`src/rtl/aib_sr_pkg.sv`:
```
// Purpose:      shared defaults and FSM encoding for the AIB sideband receive path.
// Latency:      n/a (declarations only).
// Backpressure: n/a.
package aib_sr_pkg;

  // Default geometry of the master sideband word and its qualification rules
  localparam int AIB_SR_MS_LENGTH = 81;
  localparam int AIB_SR_MATCH_CNT = 2;
  localparam int AIB_SR_TMO_CYC   = 328;

  // Gap counter width; covers the largest supported timeout (1023)
  localparam int AIB_SR_GAP_W = 10;

  // Receive qualifier FSM encoding
  localparam logic [1:0] ST_IDLE   = 2'd0;
  localparam logic [1:0] ST_ACQ    = 2'd1;
  localparam logic [1:0] ST_LOCKED = 2'd2;
  localparam logic [1:0] ST_LOST   = 2'd3;

  // 8-bit increment that sticks at all-ones
  function automatic logic [7:0] sat_inc8(input logic [7:0] v);
    return (v == 8'hFF) ? v : v + 8'd1;
  endfunction

endpackage

```
`src/rtl/aib_sr_ms_rx_qual.sv`:
```
// Purpose:      qualifies the received master sideband word: a frame must repeat
//               MATCH_CNT times at the correct spacing before it reaches the core.
// Latency:      ms_rx_data_q/ms_rx_valid/ms_rx_upd move 2 clocks after the qualifying load.
// Backpressure: none; the sideband is free-running and every frame is consumed.
//
// Ports:
//   sr_ms_clk_in     forwarded sideband clock
//   osc_fsm_sl_rstn  asynchronous active-low reset
//   sr_ms_load_in    frame load strobe from the link
//   ms_data_to_core  word captured by the serial receiver on the last load
//   ms_rx_data_q     qualified word (holds its value across link loss)
//   ms_rx_valid      qualified word is trustworthy (LOCKED)
//   ms_rx_upd        one-cycle pulse when ms_rx_data_q takes a new value
//   ms_rx_timeout    link lost (LOST)
//   ms_rx_frm_err    saturating count of frames with bad spacing
module aib_sr_ms_rx_qual
  import aib_sr_pkg::*;
#(
  parameter int MS_LENGTH = AIB_SR_MS_LENGTH,
  parameter int MATCH_CNT = AIB_SR_MATCH_CNT,
  parameter int TMO_CYC   = AIB_SR_TMO_CYC
) (
  input  logic                 sr_ms_clk_in,
  input  logic                 osc_fsm_sl_rstn,
  input  logic                 sr_ms_load_in,
  input  logic [MS_LENGTH-1:0] ms_data_to_core,
  output logic [MS_LENGTH-1:0] ms_rx_data_q,
  output logic                 ms_rx_valid,
  output logic                 ms_rx_upd,
  output logic                 ms_rx_timeout,
  output logic [7:0]           ms_rx_frm_err
);

  localparam logic [AIB_SR_GAP_W-1:0] EXP_GAP = AIB_SR_GAP_W'(MS_LENGTH + 1);
  localparam logic [AIB_SR_GAP_W-1:0] TMO_LIM = AIB_SR_GAP_W'(TMO_CYC);
  localparam logic [2:0]              MATCH_C = 3'(MATCH_CNT);

  logic                    load_d1;
  logic [1:0]              state, state_nxt;
  logic [AIB_SR_GAP_W-1:0] gap_cnt, gap_nxt;
  logic [2:0]              match_cnt, match_nxt;
  logic [MS_LENGTH-1:0]    prev_cand;
  logic                    qual_pend;

  logic frame_evt;
  logic unchecked;
  logic spacing_err;
  logic accept;
  logic same_cand;
  logic tmo_hit;
  logic qual_hit;

  // The receiver's word is valid in the cycle after the load strobe
  assign frame_evt = load_d1;

  // First frame after reset or after loss has no reference to be spaced against
  assign unchecked   = (state == ST_IDLE) || (state == ST_LOST);
  assign spacing_err = frame_evt && !unchecked && (gap_cnt != EXP_GAP);
  assign accept      = frame_evt && !spacing_err;
  assign same_cand   = (ms_data_to_core == prev_cand);

  // Gap counter restarts on any frame event and sticks at the timeout limit
  always_comb begin
    gap_nxt = gap_cnt;
    if (frame_evt) begin
      gap_nxt = AIB_SR_GAP_W'(1);
    end else if (gap_cnt != TMO_LIM) begin
      gap_nxt = gap_cnt + AIB_SR_GAP_W'(1);
    end
  end

  // A frame event in the expiry cycle wins because it forces gap_nxt back to 1
  assign tmo_hit = !frame_evt && (gap_nxt == TMO_LIM) &&
                   ((state == ST_ACQ) || (state == ST_LOCKED));

  always_comb begin
    match_nxt = match_cnt;
    if (spacing_err) begin
      match_nxt = 3'd0;
    end else if (accept) begin
      if (!same_cand) begin
        match_nxt = 3'd1;
      end else if (match_cnt < MATCH_C) begin
        match_nxt = match_cnt + 3'd1;
      end
    end
    // Clearing on loss lets the same word requalify after the link returns
    if (tmo_hit) begin
      match_nxt = 3'd0;
    end
  end

  // Qualify only on the frame that brings the count up to MATCH_CNT; with a
  // threshold of one every accepted frame qualifies.
  assign qual_hit = accept && (match_nxt == MATCH_C) &&
                    ((match_cnt != MATCH_C) || (MATCH_CNT == 1));

  always_comb begin
    state_nxt = state;
    case (state)
      ST_IDLE:   if (frame_evt) state_nxt = ST_ACQ;
      ST_ACQ: begin
        if (tmo_hit)        state_nxt = ST_LOST;
        else if (qual_pend) state_nxt = ST_LOCKED;
      end
      ST_LOCKED: if (tmo_hit)   state_nxt = ST_LOST;
      ST_LOST:   if (frame_evt) state_nxt = ST_ACQ;
      default:   state_nxt = ST_IDLE;
    endcase
  end

  always_ff @(posedge sr_ms_clk_in or negedge osc_fsm_sl_rstn) begin
    if (!osc_fsm_sl_rstn) begin
      load_d1       <= 1'b0;
      state         <= ST_IDLE;
      gap_cnt       <= '0;
      match_cnt     <= '0;
      prev_cand     <= '0;
      qual_pend     <= 1'b0;
      ms_rx_data_q  <= '0;
      ms_rx_upd     <= 1'b0;
      ms_rx_frm_err <= '0;
    end else begin
      load_d1   <= sr_ms_load_in;
      state     <= state_nxt;
      gap_cnt   <= gap_nxt;
      match_cnt <= match_nxt;
      qual_pend <= qual_hit;
      if (accept) begin
        prev_cand <= ms_data_to_core;
      end
      if (spacing_err) begin
        ms_rx_frm_err <= sat_inc8(ms_rx_frm_err);
      end
      // prev_cand already holds the qualifying word one cycle after the match
      if (qual_pend) begin
        ms_rx_data_q <= prev_cand;
      end
      ms_rx_upd <= qual_pend && ((state != ST_LOCKED) || (prev_cand != ms_rx_data_q));
    end
  end

  assign ms_rx_valid   = (state == ST_LOCKED);
  assign ms_rx_timeout = (state == ST_LOST);

endmodule
```
`config.mk`:
```
export PLATFORM = sky130hd
export DESIGN_NAME = aib_sr_ms_rx_qual
export DESIGN_NICKNAME = d
export VERILOG_FILES = /design/src/rtl/aib_sr_pkg.sv /design/src/rtl/aib_sr_ms_rx_qual.sv
export SDC_FILE = /design/constraint.sdc
export NUM_CORES = 1
export LEC_CHECK = 0
export CORE_ASPECT_RATIO = 0.6
export CORE_MARGIN = 4
export CORE_UTILIZATION = 54
export CTS_BUF_LIST = sky130_fd_sc_hd__clkbuf_8
export DETAILED_ROUTE_END_ITERATION = 8
export GPL_TIMING_DRIVEN = 0
export PLACE_DENSITY = 0.92
export SYNTH_ARGS = -nofsm -noshare
export SYNTH_HDL_FRONTEND = slang
export SYNTH_SLANG_ARGS = --single-unit
```
`constraint.sdc`:
```
create_clock -name sr_ms_clk_in -period 2.7 [get_ports sr_ms_clk_in]
set_input_delay 0.27 -clock sr_ms_clk_in [delete_from_list [all_inputs] [get_ports sr_ms_clk_in]]
set_output_delay 0.27 -clock sr_ms_clk_in [all_outputs]
set_load 0.005 [all_outputs]
```
### Word level (Yosys, flattened, before mapping)

Index checks and enable logic that the tools add are counted.

| storage, ports and cells | value |
|---|---|
| register bits after elaboration | 188 |
| output and inout bits | 92 |
| logic and storage cells | 59 |

| operators by class | value |
|---|---|
| add/sub/neg operators | 3 |
| order comparisons | 1 |
| eq/ne operators | 15 |
| multiplexer cells | 12 |
| bitwise operators | 1 |
| reductions and logical operators | 18 |

Operator list:

| operator | number |
|---|---|
| == test 81 bit | 1 |
| inequality test 81 bit | 1 |
| two-way mux 10 bit | 2 |
| two-way mux 3 bit | 5 |
| adder 10 x 1 -> 10 bit (second input constant) | 1 |
| == test 10 x 9 -> 1 bit (second input constant) | 1 |
| inequality test 10 x 7 -> 1 bit (second input constant) | 1 |
| inequality test 10 x 9 -> 1 bit (second input constant) | 1 |
| adder 8 x 1 -> 8 bit (second input constant) | 1 |
| == test 8 bit (second input constant) | 1 |
| logical AND 1 bit | 8 |
| two-way mux 2 bit | 4 |
| case mux 2 bit (3 select lines) | 1 |
| == test 2 bit (second input constant) | 2 |
| inequality test 2 x 1 -> 1 bit (second input constant) | 2 |
| adder 3 x 1 -> 3 bit (second input constant) | 1 |
| == test 3 x 2 -> 1 bit (second input constant) | 1 |
| logical NOT 1 bit | 3 |
| logical OR 1 bit | 3 |
| less-than comparator 3 x 2 -> 1 bit (second input constant) | 1 |
| inequality test 3 x 2 -> 1 bit (second input constant) | 1 |
| inequality test 3 bit (second input constant) | 1 |
| AND reduction 3 bit | 1 |
| == test 2 x 1 -> 1 bit (second input constant) | 1 |
| 5 further kinds | 5 |

### Depth between registers and ports, before layout

Gate-level depths: netlist of the first run.

| depth | value |
|---|---|
| word-level depth | 13 |
| mapped depth | 10 |

### Worst setup path before layout of the first run

No wires, ideal clock.

| path | value |
|---|---|
| path type | register to register |
| start | register gap_cnt[0] |
| end | register prev_cand[43] |
| setup time | 0.125 ns |
| arrival time | 1.928 ns |
| data required time | 2.575 ns |
| slack | 0.647 ns |
| cell stages (with the launch flop) | 10 |
| path buffers | 3 |
| cells stage by stage | dfrtp_1 -> inv_1 -> ha_1 -> nor4bb_1 -> a31oi_2 -> nand2b_1 -> buf_2 -> buf_6 -> buf_6 -> mux2_4 |

| between the ends | value |
|---|---|
| word-level cells in the longest chain between the ends | 4 |

RTL lines:

| item | line | source |
|---|---|---|
| start, declared | aib_sr_ms_rx_qual.sv:40 | `logic [AIB_SR_GAP_W-1:0] gap_cnt, gap_nxt;` |
| start signal, assigned | aib_sr_ms_rx_qual.sv:126 | `gap_cnt <= gap_nxt;` |
| inequality test 10 x 7 -> 1 bit | aib_sr_ms_rx_qual.sv:58 | `assign spacing_err = frame_evt && !unchecked && (gap_cnt != EXP_GAP);` |
| logical AND 1 bit | aib_sr_ms_rx_qual.sv:58 |  |
| logical NOT 1 bit | aib_sr_ms_rx_qual.sv:59 | `assign accept = frame_evt && !spacing_err;` |
| logical AND 1 bit | aib_sr_ms_rx_qual.sv:59 |  |
| end signal, assigned | aib_sr_ms_rx_qual.sv:130 | `prev_cand <= ms_data_to_core;` |
| end, declared | aib_sr_ms_rx_qual.sv:42 | `logic [MS_LENGTH-1:0] prev_cand;` |

No other way between the ends.
A chain may end at the register's enable or synchronous reset.

### Worst setup path in the final report of the first run

| path | value |
|---|---|
| start | register gap_cnt[0] |
| end | register prev_cand[29] |

Same word-level chain as after synthesis.

==> results of run 1 <==
power groups by stage:
stage	registers [mW]	logic [mW]	clock network (mW)
after floorplan	4.40	2.35	0
after global placement	4.63	3.29	0
after detailed placement	4.70	3.37	0
after CTS	4.65	3.40	1.76
after global routing	4.80	3.66	1.87
final	4.70	3.41	1.75
registers in the layout, summed over array words and instances, names as in the netlist:
register / flops
ms_rx_frm_err: 8
ms_rx_upd: 1
state: 2
prev_cand: 81
match_cnt: 3
ms_rx_data_q: 81
frame_evt: 1
gap_cnt: 10
qual_pend: 1
worst max-delay path, cell delays in order (launching register included):
cell and delay (ps):
dfrtp_1 480, inv_1 120, ha_1 220, nor4bb_1 130
a31oi_2 430, nand2b_1 160, buf_2 150, buf_2 380
mux2_1 380
worst max path at each step:
stage	from	endpoint	slack [ps]	cells past startpoint
after floorplan	gap_cnt[0]	prev_cand[43]	650	9
after global placement	osc_fsm_sl_rstn	prev_cand[31]	-6340	1
after detailed placement	ms_data_to_core[46]	qual_pend	-10	7
after CTS	gap_cnt[0]	prev_cand[35]	130	8
after global routing	gap_cnt[0]	prev_cand[29]	-0.1	8
final	gap_cnt[0]	prev_cand[29]	120	8
metrics by stage:
step	cells	setup WS, ps
2_1_floorplan	763	647
3_3_place_gp	1172	-6340
3_5_place_dp	1173	-10.7
4_1_cts	1206	132
5_1_grt	1206	-0.149
6_report	1206	123
final cells by class:
cell class / instances / area share (%)
inverters: 40 / 1.27
flip-flops and latches: 188 / 39.6
clock inverters: 15 / 1.00
plain buffers: 24 / 1.16
multi-input cells: 511 / 37.4
clock buffers: 17 / 1.97
well taps: 234 / 2.47
repair buffers: 177 / 15.1
layer usage:
layer	vias up	share of wire [%]
met5	-	0.030
met2	351	41
li1	3077	-
met4	2	2.1
met1	3363	46
met3	51	11
repair_timing:
item,in CTS,in global routing
gates resized for setup,0,1
setup endpoints to repair,0,7
hold endpoints to repair,62,0
hold buffers,1,0
cell usage after synthesis, drive strengths merged, types with 2 or more instances:
| cell type | count | area share (%) |
|---|---|---|
| inv | 40 | 1.6 |
| or4 | 3 | 0.28 |
| ha | 9 | 1.2 |
| nand4 | 35 | 2.3 |
| a22o | 8 | 0.74 |
| o21ai | 27 | 1.4 |
| xnor2 | 123 | 11 |
| buf | 13 | 1.0 |
| nand4b | 2 | 0.19 |
| mux2 | 142 | 18 |
| o2bb2ai | 2 | 0.19 |
| o211ai | 2 | 0.16 |
| xor2 | 27 | 2.5 |
| nand2 | 29 | 1.2 |
| dfrtp | 188 | 50 |
| nor3b | 2 | 0.21 |
| nor3 | 5 | 0.27 |
| nand2b | 5 | 0.33 |
| a221oi | 3 | 0.35 |
| o221ai | 3 | 0.28 |
| o22ai | 10 | 0.66 |
| a31oi | 2 | 0.20 |
| nor4 | 13 | 0.86 |
| nor4b | 3 | 0.44 |
| or2 | 2 | 0.13 |
| or3 | 2 | 0.13 |
| and3 | 2 | 0.13 |
| nor2 | 21 | 0.84 |
| o31ai | 2 | 0.21 |
| o31a | 2 | 0.19 |
| a21oi | 5 | 0.27 |
| clkbuf | 11 | 0.44 |
| nand3 | 8 | 0.42 |
cells in the final DEF (no fill, tap or decap), types with 8 or more instances in the layout:
cell               n
a22o_1             8
nand3_1            8
xnor2_1          123
o21ai_0           24
dfrtp_1          188
o22ai_1           10
xor2_1            27
inv_1             41
clkbuf_1          11
clkdlybuf4s50_1  174
nand2_1           29
mux2_2            63
ha_1               9
nor4_1            13
nand4_1           35
nor2_1            21
mux2_1            44
mux2_4            35
clkbuf_8          17
cell families (layout without fill, tap and decap cells):
family	Yosys count	count (layout)	share of synthesized area, %
adders and majority gates	9	9	1.19
and+or+nand+nor	137	137	8.19
xor gates and xnor gates	150	150	13.9
buffers and inverters	64	273	3.03
AOI/OAI and AO/OA	72	72	5.26
muxes	143	143	18.5
DFF	188	188	49.9
==> metrics.txt, run 1 <==
Worst Skew=15.8 ps; via count=6844; vias in the first global route=6796; Seq pwr share=47.7%; final setup fails=0; hold worst-path end=frame_evt; max-slew violation count=0; DR WL/cell=22.2 µm; fillers=1227; Synth Register Bits=188; Pre-antenna DRT Iters=5; Setup crit end kind=flip-flop; Vias/cell=5.67; largest net degree at the start of global routing=127; width of the die=179 µm; HPWL Detailed=20.4 mm; Slew Limit Headroom=36.5%; IO Pins=176; clk buf depth=2; Fmax=0.388 GHz; row count=37; Hold Path Class=in -> reg; Crit path required time=3060 ps; initial antenna violation count=1; antenna viol nets, final=0; Total GRT Usage=28.0%; Layout area overhead=25.9%; R2R Setup Slk=120 ps; Core Util, Final=69.3%; clk sinks=188; FF-to-FF Start=gap_cnt[0]; sequential fraction of the synthesis area=49.9%; Data arrival, critical path=2940 ps; WL final=26.7 mm; Int Pwr=6.20 mW; initial DRC count=672; Synth Flop Type=dfrtp_1; met1 usage=41.5%; Die H=110 µm; n_diodes=0; Worst Max-Slew Pin Slew=952 ps; clk slew on worst S/H paths=100 ps; Ys Warns=0; Total Power=9.86 mW; Pleak=4.77 nW; die area=0.0197 mm²; Root Buffer=clkbuf_8; combinational power share=34.6%; met3 GRT Util=9.65%; fin crit period=2580 ps; CTS buffer count=17; maximum VDD drop=415 µV; Worst-Skew Late Latency=480 ps; Worst R2R End=prev_cand[29]; register area=0.00470 mm²; worst hold path depth=1; GP Congestion=0.917; Power Density=831 mW/mm²; CTS tree=done; Max Cap Viol=0; Final Hold Fails=0; CP startpoint kind=flip-flop; Initial Utilization=55.0%; Post-Syn Area per Cell=12.4 µm²; Clk pwr share=17.7%; hold slack=223 ps; sw frac=37.1%; Post-synth EDFFs=0; Final nets=1052; Cell Area, Synth=0.00942 mm²; status=finished clean; total congestion overflow=0; IO buf count=175; global-route wire length before repair=40.4 mm; min-delay src=sr_ms_load_in; Syn Inst Count=763; GRT Max-Usage Layer=met1; worst setup path class=reg -> reg; ys async rst share=100%; Reg2Reg Depth=8; Cell Area, Placed=0.0115 mm²; Synthesized Nets=856; Netlist cell types=57; multi-input logic area=0.00443 mm²; M2 GR Usage=39.0%; residual DRC count=0; postcts setup bufs=0; fraction of layout cells with a size suffix above 1=15.4%; CP max FO=10; fin area=0.0119 mm²; htree depth=4; core box area=0.0171 mm²; Switch Pwr=3.66 mW; Setup TNS=0 ps; period utilization=95.5%
Note: power is estimated with default switching activity, not from simulation.
==> run 2: changes to the inputs <==
CORE_MARGIN = 2   (was 4)
==> metrics.txt, run 2 (synthesis gave the netlist of run 1 again) <==
die area=0.0186 mm² (-5.8%); clk slew on worst S/H paths=100 ps (about the same); fillers=1211 (-1.3%); initial DRC count=704 (+4.8%); Max Cap Viol=0 (unchanged); Worst-Skew Late Latency=450 ps (-30 ps); Die H=106 µm (-3.6%); hold slack=273 ps (+50.3 ps); clk buf depth=2 (unchanged); Pleak=4.79 nW (+0.49%); WL final=27.1 mm (+1.4%); fin cells=1206 (unchanged); Post-Place Cells=1173 (unchanged); CP max FO=4 (-6); DR WL/cell=22.5 µm (+1.4%); worst setup path class=reg -> reg; max-slew violation count=0 (unchanged); FF-to-FF Start=prev_cand[46]; IO Pins=176 (unchanged); final setup margin=105 ps (-17.7 ps); HPWL Detailed=20.7 mm (+1.1%); Root Buffer=clkbuf_8; Hold Path Class=in -> reg; Layout area overhead=26.2%; largest net degree at the start of global routing=96 (-24%); R2R Setup Slk=110 ps (-20 ps); status=finished clean; min-delay src=sr_ms_load_in; postcts setup bufs=0 (unchanged); htree depth=4 (unchanged); total congestion overflow=0 (unchanged); Total GRT Usage=30.0% (+2.0 points); vias in the first global route=7053 (+3.8%); Reg2Reg Depth=6 (-2); Pre-antenna DRT Iters=6 (+1); Slew Limit Headroom=30.2% (-6.3 points); Setup crit end kind=flip-flop; maximum VDD drop=433 µV (+4.2%); fraction of layout cells with a size suffix above 1=15.2% (-0.19 points); Initial Utilization=55.0% (unchanged); clk sinks=188 (unchanged); Crit path required time=3070 ps (about the same); initial antenna violation count=2 (+1); most common cell after layout, fill and taps aside=dfrtp_1; Setup TNS=0 ps (unchanged); Worst Skew=15.4 ps (-0.463 ps); Largest regs=ms_rx_data_q x81, prev_cand x81, gap_cnt x10; GP Congestion=0.899 (-2.0%); hold worst-path end=frame_evt; period utilization=96.1% (+0.66 points); Worst R2R End=qual_pend; Final nets=1052 (unchanged); Worst Max-Slew Pin Slew=1050 ps (+94.1 ps); global-route wire length before repair=41.3 mm (+2.2%); final setup fails=0 (unchanged); most frequent cells in the layout=dfrtp_1 (188), clkdlybuf4s50_1 (174), xnor2_1 (123), mux2_2 (63), mux2_1 (44); row count=37 (unchanged); CTS tree=done; Vias/cell=5.81 (+2.3%); Fmax=0.385 GHz (-0.68%); DP Worst Slack=-20.1 ps (-9.44 ps); CTS buffer count=17 (unchanged); via count=7003 (+2.3%); worst hold path depth=1 (unchanged); CP startpoint kind=flip-flop; Power Density=841 mW/mm² (+1.2%); core box area=0.0171 mm² (unchanged); IO buf count=175 (unchanged); antenna viol nets, final=0 (unchanged); fin crit period=2590 ps (+17.7 ps); width of the die=175 µm (-2.2%); Data arrival, critical path=2960 ps (+20 ps); residual DRC count=0 (unchanged); Final Hold Fails=0 (unchanged); unrepaired setup endpoints after global routing=false
-- run 2: cell types whose count changed in the layout (fill, tap and decap cells not counted), moves of 2 or more --
| cell | change |
|---|---|
| clkbuf_8 | +4 |
| clkinv_4 | -2 |
| clkinvlp_4 | -2 |
| inv_6 | -2 |
-- run 2: power breakdown --
group	switching, mW	internal (mW)	total (mW)
combinational	1.47	1.98	3.45
clock	1.01	0.825	1.84
sequential	1.14	3.57	4.71
total	3.63	6.37	10.0
-- run 2: per-layer routing --
metal	part of all wire, %	wire length, µm	GRT usage [%]	vias to the layer above
li1	-	-	-	3081
met1	45	12200	43.7	3487
met2	41	11300	43.0	390
met3	12	3190	10.5	43
met4	1.8	483	7.44	2
met5	0.052	14	0	-
-- run 2: critical path, stage by stage (launching register included) --
cell and delay [ps]:
dfrtp_1 440, xor2_1 160, nor4_1 740, nand4_1 190
or4_4 480, o31ai_2 300, nor3b_2 210
-- run 2: per-stage QoR --
stage          utilization [%]  instance area (µm²)  total power, mW
2_1_floorplan                -                 9420             6.75
3_3_place_gp              67.0                11500             7.93
3_5_place_dp              67.1                11500             8.11
4_1_cts                   69.4                11900             9.94
5_1_grt                   69.4                11900             10.5
6_report                  69.4                11900             10.0
-- run 2: layout make-up --
type	instances	area, µm²	area share (%)
antenna	1	2.50	0.0210
buffer	24	135	1.14
timing repair buffer	177	1790	15.1
inverter	40	150	1.26
sequential	188	4700	39.6
clock buffer	21	289	2.43
clock inverter	10	91.3	0.768
multi-input combinational	511	4430	37.3
tap	234	293	2.46
-- run 2: how the worst max path moves through the flow --
| stage | start | end | slack (ps) |
|---|---|---|---|
| finish | prev_cand[46] | qual_pend | 110 |
| detailed placement | ms_data_to_core[45] | qual_pend | -20 |
| global route | gap_cnt[0] | prev_cand[34] | 20 |
| CTS | gap_cnt[0] | prev_cand[34] | 180 |
| global placement | osc_fsm_sl_rstn | ms_rx_data_q[45] | -6350 |
| floorplan | gap_cnt[0] | prev_cand[43] | 650 |
-- run 2: what timing repair did --
action | CTS | global route
hold buffers | 1 | 0
gates resized for setup | 0 | 0
endpoints found under the setup margin | 0 | 0
endpoints found under the hold margin | 94 | 0
